`config.mk`:
```
export PLATFORM = sky130hd
export DESIGN_NAME = alu_result_stage
export DESIGN_NICKNAME = d
export VERILOG_FILES = /design/src/rtl/alu_pkg.sv /design/src/rtl/alu_result_mux.sv /design/src/rtl/alu_result_stage.sv
export SDC_FILE = /design/constraint.sdc
export NUM_CORES = 1
export LEC_CHECK = 0
export CORE_MARGIN = 2
export CORE_UTILIZATION = 40
export CTS_BUF_LIST = sky130_fd_sc_hd__clkbuf_2
export CTS_CLUSTER_SIZE = 10
export DETAILED_ROUTE_END_ITERATION = 12
export PLACE_DENSITY = 0.81
export SYNTH_ARGS = -nofsm -noshare
export SYNTH_HDL_FRONTEND = slang
export SYNTH_SLANG_ARGS = --single-unit
```
`constraint.sdc`:
```
create_clock -name clk -period 3.82 [get_ports clk]
set_input_delay 0.573 -clock clk [delete_from_list [all_inputs] [get_ports clk]]
set_output_delay 0.573 -clock clk [all_outputs]
set_load 0.01 [all_outputs]
```
`src/rtl/alu_pkg.sv`:
```
// Shared definitions for the ALU output stage: operation codes, default widths
// and the bit layout of the captured result packet.
package alu_pkg;

    localparam int WIDTH_DEF = 32;
    localparam int CNT_W_DEF = 16;

    // 3-bit operation select codes
    localparam logic [2:0] ALU_SEL_AND = 3'b000;
    localparam logic [2:0] ALU_SEL_OR  = 3'b001;
    localparam logic [2:0] ALU_SEL_XOR = 3'b010;
    localparam logic [2:0] ALU_SEL_NOR = 3'b011;
    localparam logic [2:0] ALU_SEL_ADD = 3'b100;
    localparam logic [2:0] ALU_SEL_SUB = 3'b101;
    localparam logic [2:0] ALU_SEL_SLT = 3'b110;
    localparam logic [2:0] ALU_SEL_ILL = 3'b111;

    // Packet = {result, zero, ovf, illegal}; flags sit in the low bits
    localparam int PKT_FLAG_W = 3;
    localparam int PKT_ILL    = 0;
    localparam int PKT_OVF    = 1;
    localparam int PKT_ZERO   = 2;

endpackage

```
`src/rtl/alu_result_mux.sv`:
```
// Combinational result select with zero / overflow / illegal flag generation.
module alu_result_mux
    import alu_pkg::*;
#(
    parameter int WIDTH = WIDTH_DEF
) (
    input  logic [2:0]       alu_sel,
    input  logic [WIDTH-1:0] and_res,
    input  logic [WIDTH-1:0] or_res,
    input  logic [WIDTH-1:0] xor_res,
    input  logic [WIDTH-1:0] nor_res,
    input  logic [WIDTH-1:0] add_res,
    input  logic [WIDTH-1:0] sub_res,
    input  logic [WIDTH-1:0] slt_res,
    input  logic             add_ovf,
    input  logic             sub_ovf,
    output logic [WIDTH-1:0] result,
    output logic             zero,
    output logic             ovf,
    output logic             illegal
);

    // Pick the candidate and derive flags; overflow only exists for ADD/SUB
    always_comb begin
        result  = '0;
        ovf     = 1'b0;
        illegal = 1'b0;
        case (alu_sel)
            ALU_SEL_AND: result = and_res;
            ALU_SEL_OR:  result = or_res;
            ALU_SEL_XOR: result = xor_res;
            ALU_SEL_NOR: result = nor_res;
            ALU_SEL_ADD: begin
                result = add_res;
                ovf    = add_ovf;
            end
            ALU_SEL_SUB: begin
                result = sub_res;
                ovf    = sub_ovf;
            end
            ALU_SEL_SLT: result = slt_res;
            ALU_SEL_ILL: illegal = 1'b1;
            default:     illegal = 1'b1;
        endcase
        zero = (result == '0);
    end

endmodule

```
`src/rtl/alu_result_stage.sv`:
```
// ALU output stage: selects one candidate result, captures it with its flags
// as a single packet, and presents it through a main register backed by a
// one-entry skid so in_ready is a plain register output.
module alu_result_stage
    import alu_pkg::*;
#(
    parameter int WIDTH = WIDTH_DEF,
    parameter int CNT_W = CNT_W_DEF
) (
    input  logic             clk,
    input  logic             reset,
    input  logic             in_valid,
    output logic             in_ready,
    input  logic [2:0]       alu_sel,
    input  logic [WIDTH-1:0] and_res,
    input  logic [WIDTH-1:0] or_res,
    input  logic [WIDTH-1:0] xor_res,
    input  logic [WIDTH-1:0] nor_res,
    input  logic [WIDTH-1:0] add_res,
    input  logic [WIDTH-1:0] sub_res,
    input  logic [WIDTH-1:0] slt_res,
    input  logic             add_ovf,
    input  logic             sub_ovf,
    output logic             out_valid,
    input  logic             out_ready,
    output logic [WIDTH-1:0] out_result,
    output logic             out_zero,
    output logic             out_ovf,
    output logic             out_illegal,
    output logic [CNT_W-1:0] out_count
);

    localparam int PKT_W = WIDTH + PKT_FLAG_W;

    // Counter increment that sticks at all-ones instead of wrapping
    function automatic logic [CNT_W-1:0] sat_inc(input logic [CNT_W-1:0] c);
        logic [CNT_W-1:0] one;
        one = {{(CNT_W-1){1'b0}}, 1'b1};
        return (&c) ? c : (c + one);
    endfunction

    logic [WIDTH-1:0] sel_result_p0;
    logic             sel_zero_p0;
    logic             sel_ovf_p0;
    logic             sel_ill_p0;
    logic [PKT_W-1:0] pkt_p0;

    logic [PKT_W-1:0] pkt_p1;       // main register, drives out_*
    logic             vld_p1;
    logic [PKT_W-1:0] skid_pkt_p1;  // overflow slot while downstream stalls
    logic             skid_vld_p1;
    logic [CNT_W-1:0] count_q;

    logic in_fire;
    logic out_fire;
    logic main_load;

    alu_result_mux #(.WIDTH(WIDTH)) u_mux (
        .alu_sel (alu_sel),
        .and_res (and_res),
        .or_res  (or_res),
        .xor_res (xor_res),
        .nor_res (nor_res),
        .add_res (add_res),
        .sub_res (sub_res),
        .slt_res (slt_res),
        .add_ovf (add_ovf),
        .sub_ovf (sub_ovf),
        .result  (sel_result_p0),
        .zero    (sel_zero_p0),
        .ovf     (sel_ovf_p0),
        .illegal (sel_ill_p0)
    );

    // ---- stage p0: combinational packet, handshake decode ----
    assign pkt_p0    = {sel_result_p0, sel_zero_p0, sel_ovf_p0, sel_ill_p0};
    assign in_ready  = !skid_vld_p1;
    assign in_fire   = in_valid && in_ready;
    assign out_fire  = vld_p1 && out_ready;
    assign main_load = in_fire && (!vld_p1 || out_ready);

    // ---- stage p1: main/skid registers, refilled from skid first ----
    always_ff @(posedge clk) begin
        if (reset) begin
            pkt_p1      <= '0;
            vld_p1      <= 1'b0;
            skid_pkt_p1 <= '0;
            skid_vld_p1 <= 1'b0;
        end else if (out_fire && skid_vld_p1) begin
            pkt_p1      <= skid_pkt_p1;
            skid_vld_p1 <= 1'b0;
        end else if (main_load) begin
            pkt_p1 <= pkt_p0;
            vld_p1 <= 1'b1;
        end else if (in_fire) begin
            skid_pkt_p1 <= pkt_p0;
            skid_vld_p1 <= 1'b1;
        end else if (out_fire) begin
            vld_p1 <= 1'b0;
        end
    end

    // Count delivered results, saturating
    always_ff @(posedge clk) begin
        if (reset) begin
            count_q <= '0;
        end else if (out_fire) begin
            count_q <= sat_inc(count_q);
        end
    end

    assign out_valid   = vld_p1;
    assign out_result  = pkt_p1[PKT_W-1:PKT_FLAG_W];
    assign out_zero    = pkt_p1[PKT_ZERO];
    assign out_ovf     = pkt_p1[PKT_OVF];
    assign out_illegal = pkt_p1[PKT_ILL];
    assign out_count   = count_q;

endmodule

```
---- Yosys cells after proc, flatten, opt, wreduce, memory -nomap -nowiden ----
Cells that the tools add are included.
cells by class
  add/subtract/negate cells ............... 1
  eq/ne operators ......................... 8
  multiplexer cells ....................... 8
  bitwise logic cells ..................... 3
  reduce and logical (&&, ||, !) cells .... 17
operators by type and width
  kind                                                             count
  32-bit case mux with 7 select lines                              1
  35-bit two-way mux                                               2
  32-bit zero test                                                 1
  16-bit by 1-bit adder with 16-bit output, second input constant  1
  16-bit AND reduction                                             1
  3-bit == test, second input constant                             4
  3-bit by 2-bit == test with 1-bit output, second input constant  2
  3-bit AND reduction                                              2
  1-bit logical AND                                                4
  1-bit two-way mux                                                4
  2-bit AND reduction                                              2
  2-bit nonzero test                                               2
  3-bit by 1-bit == test with 1-bit output, second input constant  1
  3-bit zero test                                                  1
  1-bit NOT                                                        3
  1-bit zero test                                                  2
  2-bit by 1-bit != test with 1-bit output, second input constant  1
  1-bit case mux with 2 select lines                               1
  2-bit OR reduction                                               1
  1-bit logical OR                                                 1
storage, ports and cells
  register bits after elaboration ......... 88
  word-level logic and storage cells ...... 42

---- Logic depth before layout (Yosys ltp) ----
Gate-level depths: netlist (run 1).
  word-level depth ........................ 5
  depth in mapped cells ................... 10

---- By module ----
A second synthesis (run 1) with hierarchy kept.
unflattened totals
  cell total of the unflattened synthesis .. 711
  area total of the unflattened synthesis .. 5,626.6 µm²
by module, submodules not included
  module            times used  cells each  area an instance (µm²)  seq. area each (µm²)
  alu_result_stage  1           461         3,703.6                 1,761.7
  alu_result_mux    1           250         1,923.1                 0.0

---- Worst setup path after synthesis (run 1) ----
Ideal clock, no wire load.
  kind .................................... input-to-reg
  start ................................... in alu_sel[2]
  end ..................................... reg pkt_p1[2]
  arrival time ............................ 2,222 ps
  data required time ...................... 3,732 ps
  path slack .............................. 1,510 ps
  stages .................................. 9
  path buffers ............................ 4
  cells stage by stage .................... buf_6 buf_6 buf_6 buf_2 mux2i_1 a22oi_1 a2111oi_1 nand4_1 o32ai_2
between the ends
  longest elaborated chain between the ends .. 5
  elaborated cells on any way between the ends .. 11
  classes of those cells .................. eq/ne: 6; mux: 3; reduce/logical: 2
ends and longest elaborated chain
  item                                   RTL line                source
  from (decl)                            alu_result_stage.sv:14  input logic [2:0] alu_sel,
  3-bit == test (tied with other cells)  alu_result_mux.sv:28    case (alu_sel)
  32-bit case mux with 7 select lines *  alu_result_mux.sv:28
  32-bit zero test *                     alu_result_mux.sv:45    zero = (result == '0);
  35-bit two-way mux *                   alu_result_stage.sv:92  end else if (main_load) begin
  35-bit two-way mux *                   alu_result_stage.sv:89  end else if (out_fire && skid_vld_p1) begin
  to (signal assigned)                   alu_result_stage.sv:90  pkt_p1 <= skid_pkt_p1;
  to (signal assigned)                   alu_result_stage.sv:93  pkt_p1 <= pkt_p0;
  to (decl)                              alu_result_stage.sv:48  logic [PKT_W-1:0] pkt_p1;
Mark *: on every way between the ends. The rest lies on a longest branch, timed or not. The select of a mux whose other input is x is not followed.
A chain may end at the register's enable or synchronous reset.

---- Worst setup path after layout (run 1) ----
  start ................................... in alu_sel[0]
  end ..................................... reg pkt_p1[2]
Same word-level chain as after synthesis.

==> impl_metrics.ini, run 1 <==
[status]
outcome = complete, no violations

[timing]
max_slew_margin_pct = 51.8
drv_slew = 0
finalCritPeriodShare_pct = 76.2
final-setup-viol-count = 0
finClkSkew_ps = 41.4
period_minus_slack_ps = 2910
fmax_ghz = 0.344
rsz0062_at_grt = false
finalHoldViolCount = 0
worst_pin_slew_ps = 722
tns_ps = 0
fin_ws_ps = 910

[synthesis]
synth_edf_count = 0
synthSimpleGateAreaFrac_pct = 19.5
synth_xor_area_share_pct = 2.41
muxShareOfSynthArea_pct = 17.4
synth_top_family_by_area = compound AO/OA/AOI/OAI gates
synth_async_sr_flop_share_pct = 0
synthTopCellsByCount = dfxtp_1 (88), nor2_1 (81), nand2_1 (65)
synth-seq-cells = 88
yosysTopAreaCell = dfxtp_1
synth_compound_area_share_pct = 22.7
synth_cells = 641
synth.avg_cell_area_sq_um = 8.49
yosys_warnings = 0
yosys-top-cells-area = dfxtp_1 (32%), mux2i_1 (9.0%), nor2_1 (5.6%)
syn-num-nets = 875
ys_seq_area_share_pct = 32.4
synth_top_flop_cell = dfxtp_1
synthDistinctLibCells = 62
synth.most_common_cell = dfxtp_1
syn-cell-area_sq_mm = 0.00544
synth_top_area_share_pct = 32.4
synth-adder-area-share_pct = 0.230

[min_path]
hp-start = skid_pkt_p1[34]
holdPathStages = 2
holdPathEnd = skid_pkt_p1[34]
hold_path_class = flop to flop

[global_route]
grt_pass1_wl_um = 35300
grt_pass1_vias = 6313
grt_max_degree = 61
overflow = 0
grt_util_all_layers_pct = 32.0
antenna_found_initial = 3

[die]
ios = 286
initial_core_util_pct = 41.1
fp-row-count = 42
core_area_sq_mm = 0.0132
die-area_sq_mm = 0.0146
die_x_um = 121
die_h_um = 121

[setup_path]
cp-end-kind = flop
cp.required_ps = 4260
crit_path_start_kind = input port
crit_type = input port to flop
ff2ff_setup_slack_ps = 1770
critPathMaxFanout = 20
r2r_end = pkt_p1[7]
r2r-start = out_valid
r2r_cells = 6
crit_arrival_ps = 3350

[route]
wl_met1_um = 8690
highest_layer = met4
wl_met3_um = 1960
dr_total_vias = 6337
ant_nets = 0
dr_wl_met2_um = 11300
drtIter0Drc = 619
wl_per_cell_um = 21.6
drt_pass1_iterations = 5
drc = 0
routed_via_density = 5.83
wirelength_um = 23500

[clocking]
ctsHoldBuffers = 0
cts_tree = yes
worstSkewPairLatency_ps = 520
cts-buffers-inserted = 9
postCtsSetupBuffers = 0
cts-root-buf = clkbuf_2
clock_path_buffers = 2
clkSlewWorstSetupHoldPaths_ps = 260
clkSinkCount = 88
cts.repair.resized = 0
h-tree-depth = 3

[pwr]
sw_frac_of_total_pct = 29.8
vdd_drop_max_uv = 165
pwr-share-seq_pct = 43.4
cellPowerDensity_mw_per_mm2 = 266
combPwrFrac_pct = 32.5
leakagePower_nw = 3.17
p_int_mw = 1.59
switchingPower_mw = 0.678
p_clk_share_pct = 24.1

[placement]
place_worst_setup_slack_ps = 442
gp_congestion = 1.00
numPortBuffers = 285
hpwl_um = 19200
place_area_sq_mm = 0.00839
dp_cells = 1068

[cells_and_area]
syn_to_final_growth_pct = 57.0
design_area_sq_mm = 0.00855
drive_gt1_share_pct = 8.48
instances_no_fill = 1087
fin_util_pct = 64.5
final_nets = 1137

[flow_run]
cap_violations = 0
## final cells by class
type,count,area [sq um]
clock buffers,9,45.0
fillers,1183,4700
clock inverters,7,103
flip-flops and latches,88,1760
repair buffers,306,3000
well taps,176,220
multi-input cells,493,3390
inverters,5,18.8
diodes,3,7.51
## how the worst max path moves through the flow
stage,from,end,slack (ps),cells past startpoint
detailed placement,alu_sel[0],pkt_p1[2],440,8
finish,alu_sel[0],pkt_p1[2],910,8
global placement,alu_sel[0],pkt_p1[2],520,8
global route,alu_sel[0],pkt_p1[2],820,8
CTS,alu_sel[0],pkt_p1[2],980,8
floorplan,alu_sel[2],pkt_p1[2],1510,9
## metal layers
layer / vias up / GRT usage (%)
met1: 2937 / 37.6
met3: 76 / 6.37
met2: 391 / 53.8
met5: - / 0
met4: 0 / 19.0
li1: 2933 / -
## stage by stage
step | total power, mW | hold WS [ps]
2_1_floorplan | 1.32 | 436
3_3_place_gp | 1.73 | 442
3_5_place_dp | 1.73 | 449
4_1_cts | 2.27 | 474
5_1_grt | 2.37 | 487
6_report | 2.27 | 475
## critical path: stages
cell             delay (ps)
clkdlybuf4s50_1         690
buf_4                   230
buf_4                   240
mux2_2                  370
a221oi_2                380
nor4b_1                 360
nand4_1                 220
o32ai_2                 280
## power by group through the flow
stage | Combinational (mW) | Clock, mW | Sequential, mW
floorplan | 0.306 | 0 | 1.01
global placement | 0.725 | 0 | 1.00
detailed placement | 0.728 | 0 | 1.00
CTS | 0.731 | 0.556 | 0.986
global route | 0.784 | 0.593 | 0.992
finish | 0.739 | 0.547 | 0.987
## flip-flops by register name (all words and copies together) (netlist names)
signal       count
skid_vld_p1      1
skid_pkt_p1     35
pkt_p1          35
out_count       16
out_valid        1
## cells by family (layout without fill, tap and decap cells)
family          after synthesis  in the layout
flops                        88             88
compound gates              170            170
fa+ha+maj                     1              1
other cells                   0              3
buf+inv                      60            327
xor+xnor                     15             15
simple gates                224            224
mux                          83             83
## cell usage in the layout, fill, tap and decap left out, drive strengths merged, types with 9 or more instances in the layout
cell type and count:
a211oi 9, a21oi 50, a221o 9, a221oi 31, a22oi 30, and3 9, buf 23, clkbuf 9
clkdlybuf4s50 283, dfxtp 88, mux2 29, mux2i 49, nand2 65, nand3 11, nor2 81, nor3 10
xor2 10
Power figures use the tool's default switching activity.
==> inputs of run 2 (changes only) <==
Clock period 3.82 ns to 2.9 ns, I/O delays scaled along.
==> impl_metrics.ini, run 2 (same netlist as run 1, synthesis figures left out) <==
[timing]
worst_pin_slew_ps = 795
tns_ps = 0
final-setup-viol-count = 0
fmax_ghz = 0.412
period_minus_slack_ps = 2430
finalHoldViolCount = 0
max_slew_margin_pct = 46.9
finClkSkew_ps = 28.7
holdWs_ps = 354
drv_slew = 0
rsz0062_at_grt = false
finalCritPeriodShare_pct = 83.7

[clocking]
clkSinkCount = 88
cts-root-buf = clkbuf_2
worstSkewPairLatency_ps = 570
cts-buffers-inserted = 9
h-tree-depth = 3
postCtsSetupBuffers = 0
cts.repair.resized = 0
cts_tree = yes
clkSlewWorstSetupHoldPaths_ps = 240
ctsHoldBuffers = 0
clock_path_buffers = 2

[cells_and_area]
syn_to_final_growth_pct = 61.8
mostFrequentLayoutCell = clkdlybuf4s50_1
design_area_sq_mm = 0.00880
n_fill_cell = 1162
drive_gt1_share_pct = 12.0
mostFrequentLayoutCells = clkdlybuf4s50_1 (283), dfxtp_1 (88), nor2_1 (80)
final_nets = 1174

[setup_path]
crit_type = input port to flop
r2r-start = out_count[6]
ff2ff_setup_slack_ps = 950
cp-end-kind = flop
r2r_cells = 6
cp.required_ps = 3360
r2r_end = out_count[1]
crit_arrival_ps = 2880
critPathMaxFanout = 12
crit_path_start_kind = input port

[route]
wl_per_cell_um = 20.7
wirelength_um = 23300
dr_total_vias = 6406
routed_via_density = 5.70
drt_pass1_iterations = 7
drtIter0Drc = 580
ant_nets = 0
drc = 0

[pwr]
leakagePower_nw = 3.33
pwr-share-seq_pct = 45.2
sw_frac_of_total_pct = 31.5
p_int_mw = 1.97
combPwrFrac_pct = 35.9
switchingPower_mw = 0.904
vdd_drop_max_uv = 165
cellPowerDensity_mw_per_mm2 = 326
p_clk_share_pct = 18.8

[min_path]
holdPathStages = 2
hold_path_class = input port to flop
holdPathEnd = pkt_p1[16]
hp-start = reset

[global_route]
grt_pass1_wl_um = 34600
grt_pass1_vias = 6275
grt_util_all_layers_pct = 31.7
grt_max_degree = 58
antenna_found_initial = 3
overflow = 0

[placement]
gp_congestion = 0.945
place_area_sq_mm = 0.00871
hpwl_um = 19100
numPortBuffers = 285

[die]
die-area_sq_mm = 0.0146
die_x_um = 121
core_area_sq_mm = 0.0132
ios = 286
initial_core_util_pct = 41.1
die_h_um = 121
fp-row-count = 42

[flow_run]
cap_violations = 0

[status]
outcome = complete, no violations
## run 2: cell types whose count changed in the layout (fill, tap and decap cells not counted)
cell        previous run  this run
inv_6                  2         1
bufinv_16              2         0
clkinvlp_4             1         3
clkinv_4               2         1
clkinv_2               0         1
buf_12                 0         3
buf_4                 22        56
## run 2: through the flow
stage          power (mW)  setup WS (ps)  utilization [%]  cells
2_1_floorplan        1.73            728                -    641
6_report             2.87            473             66.5   1123
5_1_grt              2.99            424             66.5   1123
3_5_place_dp         2.34          -57.2             65.7   1105
4_1_cts              2.87            563             66.4   1120
3_3_place_gp         2.34          -4.05             65.7   1105
## run 2: final cells by class
type / count / area (sq um) / share of cell area (%)
multi-input cells: 493 / 3390 / 38.5
well taps: 176 / 220 / 2.50
clock buffers: 9 / 45.0 / 0.512
clock inverters: 6 / 45.0 / 0.512
diodes: 3 / 7.51 / 0.0853
inverters: 5 / 18.8 / 0.213
repair buffers: 343 / 3320 / 37.7
flip-flops and latches: 88 / 1760 / 20.0
## run 2: worst max-delay path by stage
stage | start | to | slack (ps) | cells after the start
after detailed placement | alu_sel[1] | pkt_p1[2] | -60 | 7
after floorplan | alu_sel[2] | pkt_p1[2] | 730 | 9
after global routing | alu_sel[1] | pkt_p1[2] | 420 | 7
after global placement | alu_sel[1] | pkt_p1[2] | -4 | 7
after CTS | alu_sel[1] | pkt_p1[2] | 560 | 7
final | alu_sel[1] | pkt_p1[2] | 470 | 7
## run 2: power by group through the flow
stage | clock network [mW] | logic (mW) | registers (mW)
finish | 0.541 | 1.03 | 1.30
floorplan | 0 | 0.403 | 1.33
global route | 0.590 | 1.10 | 1.31
detailed placement | 0 | 1.02 | 1.32
global placement | 0 | 1.02 | 1.32
CTS | 0.544 | 1.03 | 1.30
## run 2: metal layers
metal / up-vias / global-route usage [%] / routed length, um
li1: 3009 / - / -
met1: 2995 / 36.0 / 8570
met2: 339 / 56.8 / 11800
met3: 63 / 6.46 / 1810
met4: 0 / 14.5 / 1090
met5: - / 0 / 0
## run 2: critical path: stages
cell and delay (ps):
clkdlybuf4s50_1 520, nor2b_1 660, a221oi_1 170, a221oi_1 670, nor3b_1 130, nand4_1 200
o32ai_2 110
==> variant 1, RTL diff (config.mk and constraints of run 2) <==
Make the reset (`reset`) asynchronous in 2 clocked blocks.
--- a/src/rtl/alu_result_stage.sv
+++ b/src/rtl/alu_result_stage.sv
@@ -82,3 +82,3 @@
     // ---- stage p1: main/skid registers, refilled from skid first ----
-    always_ff @(posedge clk) begin
+    always_ff @(posedge clk or posedge reset) begin
         if (reset) begin
@@ -103,3 +103,3 @@
     // Count delivered results, saturating
-    always_ff @(posedge clk) begin
+    always_ff @(posedge clk or posedge reset) begin
         if (reset) begin
Formal check against the unedited RTL: differs if reset is asserted again (counterexample within 4 cycles, from zero or initial values and one cycle with reset high); with reset held inactive, the same outputs for 4 cycles.
==> variant 1 against run 2 <==
  * Wire length down 2.2%
  * Worst hold slack lost 0.13 ns
  * Worst setup slack improved by 0.0035 ns
  * Critical path type unchanged
  * Maximum frequency up 0.14%
  * Sequential cell count did not move
  * Area after synthesis increased by 1.4%
  * Design area fell by 1.2%
Power is not compared: it rests on default switching activity, and its combinational part moved more than twofold at a synthesized area within 25%.
==> variant 1: results (changes against run 2) <==
largest net degree at the start of global routing=71 (+22%); non-clk buf share=0.3559 (-0.02100); Reg area=2202 um^2 (+25%); xor/xnor share of the synthesized area=0.02380 (-0.0003394); vias in the first global route=5911 (-5.8%); met2 Usage GRT=0.5028 (-0.06499); register area share after synthesis=0.3990 (+0.07525); Avg Inst Size Synth=9.751 um^2 (+15%); multi-input logic area=3015 um^2 (-11%); Skew-Pair Late Insertion Delay=0.53 ns (-0.04 ns); met1 usage=0.4116 (+0.05168); Max FO, Critical Path=21 (+9); Synth Flop Type=dfrtp_1; # diodes=2 (-1); Mapped Nets=800 (-8.6%); Post-DP Area=8553 um^2 (-1.8%); Placed Instances=1009 (-8.7%); worst slew pin tran=1.162 ns (+0.3668 ns); seq_cells=88 (unchanged); status=finished, final reports clean; Post-synth top cells=89 x o21ai_0, 88 x dfrtp_1, 72 x mux2i_1, 50 x nand2_1, 43 x a22oi_1; met1 WL=9106 um (+6.3%); first-pass GRT wire length=33510 um (-3.2%); Layout fillers=1082 (-6.9%); Seq/total area=0.2532 (+0.05309); gr usage total=0.3013 (-0.01560); dpl hpwl=18460 um (-3.4%); #MultiIn Comb=426 (-14%); # nets final=1078 (-8.2%); Area Overhead vs Synth=57.58%; WL met2=11390 um (-3.5%); Worst EP arrival=2.89 ns (about the same); Async S/R FF share, synth=1.000 (+1.000); post-synthesis compound-gate area fraction=0.2292 (+0.002481); antenna violations before repair=1 (-2); layout cell share with drive strength beyond 1=0.08716 (-0.03254); met3 Use GR=0.04229 (-0.02233)
==> variant 1: worst paths after layout <==
path | slack [ns] | end | startpoint | cells after the start
worst min register to register | 0.51 | out_count[14]$_DFFE_PP0P_ | out_count[14]$_DFFE_PP0P_ | 1
worst min-delay path | 0.22 | pkt_p1[6]$_DFFE_PP0P_ | reset | 2
worst max-delay path | 0.48 | pkt_p1[2]$_DFFE_PP0P_ | alu_sel[2] | 10
worst max register to register | 0.68 | out_count[7]$_DFFE_PP0P_ | out_count[5]$_DFFE_PP0P_ | 7
max in group asynchronous | 2.01 | pkt_p1[8]$_DFFE_PP0P_ | reset | 3
min in group clk | 0.45 | skid_pkt_p1[0]$_DFFE_PP0P_ | alu_sel[1] | 3
==> variant 1: worst max-delay path: cells and delay by family <==
family / cells / cell delay, ns
buffers and inverters: 3 / 0.72
AOI/OAI and AO/OA: 3 / 0.82
and+or+nand+nor: 4 / 0.89
==> variant 2, RTL diff (config.mk and constraints of run 2) <==
Without the edit above. Set the package constant `WIDTH_DEF` to 16 (it was 32).
--- a/src/rtl/alu_pkg.sv
+++ b/src/rtl/alu_pkg.sv
@@ -4,3 +4,3 @@
 
-    localparam int WIDTH_DEF = 32;
+    localparam int WIDTH_DEF = 16;
     localparam int CNT_W_DEF = 16;
Ports: changed (8 resized); port bits go from 286 to 158. The function was not compared with the original's and may differ.
==> variant 2 against run 2 <==
  * Worst setup slack better by 0.16 ns
  * Highest routed layer unchanged
  * First-iteration DRC count is 68% lower
  * Critical path type unchanged
  * Largest power group unchanged
  * Design area decreased by 43%
  * Final cell count down 43%
  * Area after synthesis down 40%
  * Wire length shrank 54%
  * Sequential cell count decreased by 32
  * Total power decreased by 44%
==> variant 2: results (changes against run 2) <==
status=finished, final reports clean; total CTS buffers=5 (-4); Final Skew=0.01763 ns (-0.01109 ns); mux contribution to synthesized area=0.1631 (-0.01046); post-synthesis compound-gate area fraction=0.1901 (-0.03665); Max FO, Critical Path=27 (+15); # diodes=0 (-3); Final Wtd Congestion=0.8986 (-4.9%); vias per cell=5.458 (-4.3%); worst r2r src=out_count[0]$_SDFFE_PP0P_; layout cell share with drive strength beyond 1=0.07778 (-0.04193); register area share after synthesis=0.3447 (+0.02100); leakage=1.873 nW (-44%); Reg-to-Reg End=out_count[6]$_SDFFE_PP0P_; htree depth=2 (-1); Avg Inst Size Synth=8.468 um^2 (-0.24%); post-synthesis adder-cell area fraction=0.003848 (+0.001548); dpl hpwl=8705 um (-54%); port bufs=157 (-45%); Skew-Pair Late Insertion Delay=0.44 ns (-0.13 ns); Hold Path Sink=out_count[13]$_SDFFE_PP0P_; top post-synthesis cells by area=dfxtp_1 34%, mux2i_1 8.9%, nor2_1 7.2%; xor/xnor share of the synthesized area=0.03771 (+0.01356); post-synth cell types=42 (-32%); VDD IR max=0.1706 mV (+3.3%); Worst EP arrival=2.66 ns (-0.22 ns); Post-synth top cells=62 x nor2_1, 56 x dfxtp_1, 38 x nand2_1, 29 x mux2i_1, 28 x a21oi_1
variant 2: cell type report:
| cell class | instances | area [um^2] |
|---|---|---|
| inverter | 4 | 15.01 |
| clock buffer | 6 | 30.03 |
| sequential | 56 | 1121 |
| timing repair buffer | 174 | 1702 |
| clock inverter | 2 | 11.26 |
| fill | 667 | 2823 |
| multi-input combinational | 298 | 1978 |
| tap | 102 | 127.6 |
variant 2: worst max-delay path by stage:
stage	slack (ns)	endpoint	cells after the start
2_1_floorplan	0.92	pkt_p1[2]$_SDFFE_PP0P_	7
3_3_place_gp	0.31	pkt_p1[2]$_SDFFE_PP0P_	7
3_5_place_dp	0.22	pkt_p1[2]$_SDFFE_PP0P_	8
4_1_cts	0.71	pkt_p1[2]$_SDFFE_PP0P_	8
5_1_grt	0.55	out_count[6]$_SDFFE_PP0P_	7
6_report	0.64	pkt_p1[2]$_SDFFE_PP0P_	7
variant 2: per-layer routing:
metal,share of wire,vias to the layer above,wire length (um),GRT usage
li1,-,1711,-,-
met1,0.41,1644,4384,0.2828
met2,0.52,134,5616,0.4595
met3,0.053,15,574,0.04815
met4,0.015,0,159,0.06643
met5,0,-,0,0
variant 2: kinds of logic (layout without fill, tap and decap cells):
family	count (synthesis)	in the layout
adder cells (fa/ha/maj)	1	1
buffers and inverters	30	186
multiplexers	44	44
AO/OA/AOI/OAI	88	88
XOR/XNOR	14	14
AND/OR/NAND/NOR	151	151
flip-flops	56	56
variant 2: through the flow:
step	utilization	worst slack, ns	hold slack, ns
2_1_floorplan	-	0.9245	0.4366
3_3_place_gp	0.6332	0.3063	0.4430
3_5_place_dp	0.6332	0.2214	0.4507
4_1_cts	0.6385	0.7093	0.3802
5_1_grt	0.6385	0.5496	0.4092
6_report	0.6385	0.6364	0.4083
variant 2: critical path, stage by stage:
cell	delay [ns]
clkdlybuf4s50_1	0.50
buf_4	0.29
nor2b_1	0.40
buf_4	0.21
a211oi_1	0.11
nor4_1	0.46
a41o_1	0.24
variant 2: power by group:
| part | switching [mW] | internal (mW) |
|---|---|---|
| sequential | 0.0194 | 0.801 |
| combinational | 0.209 | 0.296 |
| clock | 0.234 | 0.0600 |
| total | 0.462 | 1.16 |
